## config.mk

```make
export PLATFORM = sky130hd
export DESIGN_NAME = lfsr_rand_gen
export DESIGN_NICKNAME = d
export VERILOG_FILES = /design/src/rtl/lfsr_rand_gen.sv
export SDC_FILE = /design/constraint.sdc
export NUM_CORES = 1
export LEC_CHECK = 0
export BUFFER_PORTS_ARGS = -buffer_cell sky130_fd_sc_hd__buf_2
export CAP_MARGIN = 20
export CORE_ASPECT_RATIO = 1.25
export CORE_MARGIN = 2
export CORE_UTILIZATION = 45
export CTS_BUF_LIST = sky130_fd_sc_hd__clkbuf_4 sky130_fd_sc_hd__clkbuf_8
export DETAILED_ROUTE_END_ITERATION = 8
export PLACE_DENSITY = 0.67
export RECOVER_POWER = 50
export SLEW_MARGIN = 20
export SYNTH_ARGS = -nofsm -noshare
export SYNTH_HDL_FRONTEND = slang
export SYNTH_SLANG_ARGS = --single-unit
```

## constraint.sdc

```tcl
create_clock -name clk -period 2.5 [get_ports clk]
set_input_delay 0 -clock clk [delete_from_list [all_inputs] [get_ports clk]]
set_output_delay 0 -clock clk [all_outputs]
set_load 0.01 [all_outputs]
```

## src/rtl/lfsr_rand_gen.sv

```systemverilog
// lfsr_rand_gen: XNOR Fibonacci LFSR pseudo-random source.
// Draws in [0, range_max] are produced by masked rejection sampling with a
// bounded-retry fallback. Also provides lock-up protection for all-ones
// seeds and a one-cycle pulse whenever the sequence wraps to the last seed.
module lfsr_rand_gen #(
  parameter int N_BITS     = 16,
  parameter int OUT_BITS   = 8,
  parameter int MAX_REJECT = 15
) (
  input  logic                clk,
  input  logic                rst,
  input  logic                en,
  input  logic                seed_dv,
  input  logic [N_BITS-1:0]   seed_data,
  input  logic                req_valid,
  output logic                req_ready,
  input  logic [OUT_BITS-1:0] range_max,
  output logic                rnd_valid,
  input  logic                rnd_ready,
  output logic [OUT_BITS-1:0] rnd_data,
  output logic                rnd_fallback,
  output logic [N_BITS-1:0]   lfsr_state,
  output logic                period_done
);

  // Elaboration-time parameter legality checks.
  if (!(N_BITS == 8 || N_BITS == 12 || N_BITS == 16 || N_BITS == 24 || N_BITS == 32)) begin : g_bad_n_bits
    $error("lfsr_rand_gen: N_BITS must be one of 8, 12, 16, 24, 32");
  end
  if (OUT_BITS < 1 || OUT_BITS > N_BITS) begin : g_bad_out_bits
    $error("lfsr_rand_gen: OUT_BITS must be in 1..N_BITS");
  end
  if (MAX_REJECT < 1 || MAX_REJECT > 255) begin : g_bad_max_reject
    $error("lfsr_rand_gen: MAX_REJECT must be in 1..255");
  end

  // Feedback tap positions as a bit mask (tap t maps to bit t-1).
  function automatic logic [N_BITS-1:0] f_tap_mask();
    logic [31:0] m;
    case (N_BITS)
      8:       m = 32'h0000_00B8;  // 8,6,5,4
      12:      m = 32'h0000_0829;  // 12,6,4,1
      16:      m = 32'h0000_D008;  // 16,15,13,4
      24:      m = 32'h00E1_0000;  // 24,23,22,17
      32:      m = 32'h8020_0003;  // 32,22,2,1
      default: m = 32'h0000_0000;
    endcase
    return m[N_BITS-1:0];
  endfunction

  // Smallest 2^k-1 that covers r: smear the highest set bit downwards.
  function automatic logic [OUT_BITS-1:0] f_cover_mask(input logic [OUT_BITS-1:0] r);
    logic [OUT_BITS-1:0] m;
    m = r;
    for (int i = 1; i < OUT_BITS; i++) begin
      m = m | (r >> i);
    end
    return m;
  endfunction

  // The all-ones state locks an XNOR LFSR, so such a seed is replaced by 0.
  function automatic logic [N_BITS-1:0] f_legal_seed(input logic [N_BITS-1:0] s);
    return (&s) ? '0 : s;
  endfunction

  localparam logic [N_BITS-1:0] TAP_MASK  = f_tap_mask();
  localparam logic [7:0]        REJ_LIMIT = 8'(MAX_REJECT);

  typedef enum logic [1:0] {
    S_IDLE = 2'd0,
    S_DRAW = 2'd1,
    S_RESP = 2'd2
  } state_t;

  state_t                r_state;
  logic [N_BITS-1:0]     r_lfsr;
  logic [N_BITS-1:0]     r_seed;
  logic                  r_period;
  logic [OUT_BITS-1:0]   r_range;
  logic [OUT_BITS-1:0]   r_mask;
  logic [7:0]            r_rej;
  logic [OUT_BITS-1:0]   r_data;
  logic                  r_fallback;

  state_t                w_state_nxt;
  logic [OUT_BITS-1:0]   w_range_nxt;
  logic [OUT_BITS-1:0]   w_mask_nxt;
  logic [7:0]            w_rej_nxt;
  logic [OUT_BITS-1:0]   w_data_nxt;
  logic                  w_fallback_nxt;

  logic                  w_step;
  logic                  w_fb;
  logic [N_BITS-1:0]     w_lfsr_step;
  logic [N_BITS-1:0]     w_seed_legal;
  logic [OUT_BITS-1:0]   w_cand;

  assign w_step       = en | (r_state == S_DRAW);
  assign w_fb         = ~(^(r_lfsr & TAP_MASK));
  assign w_lfsr_step  = {r_lfsr[N_BITS-2:0], w_fb};
  assign w_seed_legal = f_legal_seed(seed_data);
  assign w_cand       = r_lfsr[OUT_BITS-1:0] & r_mask;

  // LFSR register: seed load wins over stepping; wrap detection is registered.
  always_ff @(posedge clk) begin
    if (rst) begin
      r_lfsr   <= '0;
      r_seed   <= '0;
      r_period <= 1'b0;
    end else begin
      r_period <= 1'b0;
      if (seed_dv) begin
        r_lfsr <= w_seed_legal;
        r_seed <= w_seed_legal;
      end else if (w_step) begin
        r_lfsr   <= w_lfsr_step;
        r_period <= (w_lfsr_step == r_seed);
      end
    end
  end

  // Draw FSM state and result registers.
  always_ff @(posedge clk) begin
    if (rst) begin
      r_state    <= S_IDLE;
      r_range    <= '0;
      r_mask     <= '0;
      r_rej      <= '0;
      r_data     <= '0;
      r_fallback <= 1'b0;
    end else begin
      r_state    <= w_state_nxt;
      r_range    <= w_range_nxt;
      r_mask     <= w_mask_nxt;
      r_rej      <= w_rej_nxt;
      r_data     <= w_data_nxt;
      r_fallback <= w_fallback_nxt;
    end
  end

  // Draw FSM next-state: accept in IDLE, sample/reject in DRAW, hold in RESP.
  always_comb begin
    w_state_nxt    = r_state;
    w_range_nxt    = r_range;
    w_mask_nxt     = r_mask;
    w_rej_nxt      = r_rej;
    w_data_nxt     = r_data;
    w_fallback_nxt = r_fallback;
    case (r_state)
      S_IDLE: begin
        if (req_valid) begin
          w_range_nxt = range_max;
          w_mask_nxt  = f_cover_mask(range_max);
          w_rej_nxt   = '0;
          w_state_nxt = S_DRAW;
        end
      end
      S_DRAW: begin
        if (w_cand <= r_range) begin
          w_data_nxt     = w_cand;
          w_fallback_nxt = 1'b0;
          w_state_nxt    = S_RESP;
        end else if (r_rej == REJ_LIMIT) begin
          // Halving a masked value always lands below range_max.
          w_data_nxt     = w_cand >> 1;
          w_fallback_nxt = 1'b1;
          w_state_nxt    = S_RESP;
        end else begin
          w_rej_nxt = r_rej + 8'd1;
        end
      end
      S_RESP: begin
        if (rnd_ready) begin
          w_state_nxt = S_IDLE;
        end
      end
      default: begin
        w_state_nxt = S_IDLE;
      end
    endcase
  end

  assign req_ready    = (r_state == S_IDLE);
  assign rnd_valid    = (r_state == S_RESP);
  assign rnd_data     = r_data;
  assign rnd_fallback = r_fallback;
  assign lfsr_state   = r_lfsr;
  assign period_done  = r_period;

endmodule

```

==> impl_metrics.json <==
{
  "clkLatencyLatePin_ns": 0.35,
  "status": "complete, no violations",
  "wirelength_met1_um": 3702,
  "die-area_mm2": 0.007807,
  "io_buffers": 57,
  "final_common_cell": "dfxtp_1",
  "fillers": 614,
  "avgRoutedWirePerCell_um": 16.31,
  "finClkSkew_ns": 0.006632,
  "grt_pass1_wl_um": 14430,
  "p_leak_nw": 1.603,
  "finalCritPeriodShare_pct": 92.77,
  "drt_iter0_drc": 145,
  "row_count": 34,
  "startpoint_type": "flop",
  "crit_arrival_ns": 2.58,
  "ys_top_cells_by_area": "dfxtp_1 42%, a211oi_1 6.1%, a21oi_1 4.8%",
  "numCtsBuffers": 9,
  "root_buffer": "clkbuf_8",
  "vias_per_cell": 5.520,
  "cp_data_required_time_ns": 2.76,
  "fin_util_pct": 58.59,
  "yosysUniqueCellTypes": 46,
  "wl_um": 8871,
  "ir_drop_mv": 0.4627,
  "drc": 0,
  "ys_async_sr_fraction_pct": 0,
  "crit_fanout": 9,
  "mappedNetlistArea_mm2": 0.003201,
  "maxUsedRoutingLayer": "met4",
  "grtUsageTotal_pct": 23.69,
  "synth_seq_cells": 67,
  "core_mm2": 0.006934,
  "drt-pass1-iter-count": 4,
  "gp_congestion": 0.8009,
  "path_buf_inv": 1,
  "syn-num-nets": 403,
  "fp.dieH_um": 98.29,
  "wl_met3_um": 268,
  "synthCells": 365,
  "setup_viol": 0,
  "synth_edf_count": 0,
  "routed-via-count": 3003,
  "cpPeakStageDelay_ns": 0.40,
  "final_hold_viol_count": 0,
  "crit_slowest_cell": "dfxtp_1",
  "avgSynthCellArea_um2": 8.769,
  "drive_gt1_share_pct": 15.42,
  "cp_top_family": "compound AO/OA/AOI/OAI gates",
  "cap_violations": 0,
  "ys_warn_count": 0,
  "nNetsFinal": 487,
  "placed_cell_area_mm2": 0.003562,
  "place.detailed.hpwl_um": 5899,
  "ant_nets": 0,
  "slew_headroom_pct": 21.79,
  "powerDensity_mw_per_mm2": 713.1,
  "clockBufferDepth": 2,
  "io_pins": 58,
  "cts_tree": "yes",
  "final_cell_area_mm2": 0.004063,
  "cp-end-kind": "flop",
  "cts.sinks": 67,
  "synth_seq_area_share_pct": 41.91,
  "clk_pin_slew_worst_paths_ns": 0.08,
  "report.final.slew_viol_count": 0,
  "initial_core_util_pct": 46.16,
  "fp.dieW_um": 79.43,
  "gr-total-overflow": 0,
  "syn_to_final_growth_pct": 26.94,
  "met2_length_um": 4761,
  "hold_class": "in -> reg",
  "netlist.area_leader.share_pct": 41.91,
  "fmax_ghz": 0.4312,
  "final_cell_mix": "67 x dfxtp_1, 38 x nor2_1, 31 x a21oi_1, 31 x buf_2, 28 x clkbuf_1",
  "antenna_cells_inserted": 0,
  "path_cells": "and2_1, ha_1, a211oi_1, nor3_2, mux2_4, buf_4, a31oi_4, nor2_1, a211oi_1",
  "period_minus_slack_ns": 2.319,
  "crit_type": "reg -> reg",
  "grt_antenna_before_repair": 0,
  "ys.flop_type": "dfxtp_1",
  "htreeDepth": 3,
  "grt_pass1_vias": 2978,
  "crit_top_cell": "a211oi_1",
  "grt_max_degree": 53,
  "yosys.area.top_type": "dfxtp_1",
  "worst_pin_slew_ns": 1.171
}
layer usage:
layer	up-vias	GRT usage [%]
met4	0	7.427
met3	12	5.823
met2	51	43.24
li1	1495	-
met1	1445	26.52
met5	-	0
power breakdown:
group | leakage, nW | internal [W] | switching (W) | total [W]
combinational | 0.943 | 0.000301 | 0.000358 | 0.000659
clock | 0.108 | 0.000588 | 0.000436 | 0.00102
sequential | 0.551 | 0.00115 | 0.0000656 | 0.00121
cells by family after synthesis:
kind of cell	after synthesis	synth area share, %
multiplexers	3	1.134
AO/OA/AOI/OAI	97	21.50
buffers and inverters	31	3.714
XOR/XNOR	20	5.473
AND/OR/NAND/NOR	139	23.14
flip-flops	67	41.91
adder cells (fa/ha/maj)	8	3.128
what timing repair did:
item                       in CTS  in global routing
setup endpoints to repair       0                  1
setup buffers                   0                  5
hold buffers                   25                  0
hold endpoints to repair       29                  0
resized for setup               0                  0
stage by stage:
step	cells	hold WS (ns)	setup TNS [ns]	worst slack, ns	power (W)
detailed placement	497	0.2558	0	0.1732	0.001817
global route	544	0.06918	-0.01493	-0.01361	0.003040
finish	544	0.06564	0	0.1807	0.002897
CTS	538	0.05361	0	0.1531	0.002865
floorplan	365	0.1327	0	0.2274	0.001627
global placement	497	0.2539	0	0.2621	0.001809
flip-flops by register name (all words and copies together), names as in the netlist:
register      cells
r_state           2
r_rej             8
r_mask            7
r_seed           16
r_range           8
rnd_data          8
lfsr_state       16
rnd_fallback      1
period_done       1
synth_stat cells (2+ instances only):
cell	n
nand2_1	22
o31ai_1	6
xor2_1	10
and2_1	7
inv_1	9
ha_1	8
a22o_1	16
or4_1	3
a211oi_1	26
dfxtp_1	67
a21oi_1	31
nand4_1	9
or3_1	4
buf_2	2
o41ai_1	2
a21o_1	5
a31oi_1	2
nor2b_1	19
nand4b_1	2
clkbuf_1	19
o211ai_1	3
nand3_1	7
nor3_1	8
nor4_1	6
nor2_2	2
nand2b_1	3
xnor2_1	10
nor2_1	39
cell type report:
| class | count | area, um^2 | area share (%) |
|---|---|---|---|
| Tap cell | 90 | 112.6 | 2.772 |
| Inverter | 10 | 37.54 | 0.9239 |
| Sequential cell | 67 | 1341 | 33.02 |
| Clock inverter | 6 | 88.84 | 2.187 |
| Timing Repair Buffer | 93 | 590.6 | 14.54 |
| Clock buffer | 10 | 137.6 | 3.388 |
| Multi-Input combinational cell | 268 | 1754 | 43.18 |
worst paths after layout:
| path | end | cells after the start | from | slack [ns] |
|---|---|---|---|---|
| setup reg to reg | rnd_data[6] | 9 | lfsr_state[5] | 0.18 |
| hold reg to reg | r_range[3] | 2 | r_range[3] | 0.46 |
| setup / recovery | rnd_data[6] | 9 | lfsr_state[5] | 0.18 |
| hold / removal | period_done | 3 | en | 0.07 |
worst min-delay path, stage by stage:
cell and delay (ns):
buf_2 0.11, o2111ai_1 0.19, nor4_1 0.06
Note: power is estimated with default switching activity, not from simulation.
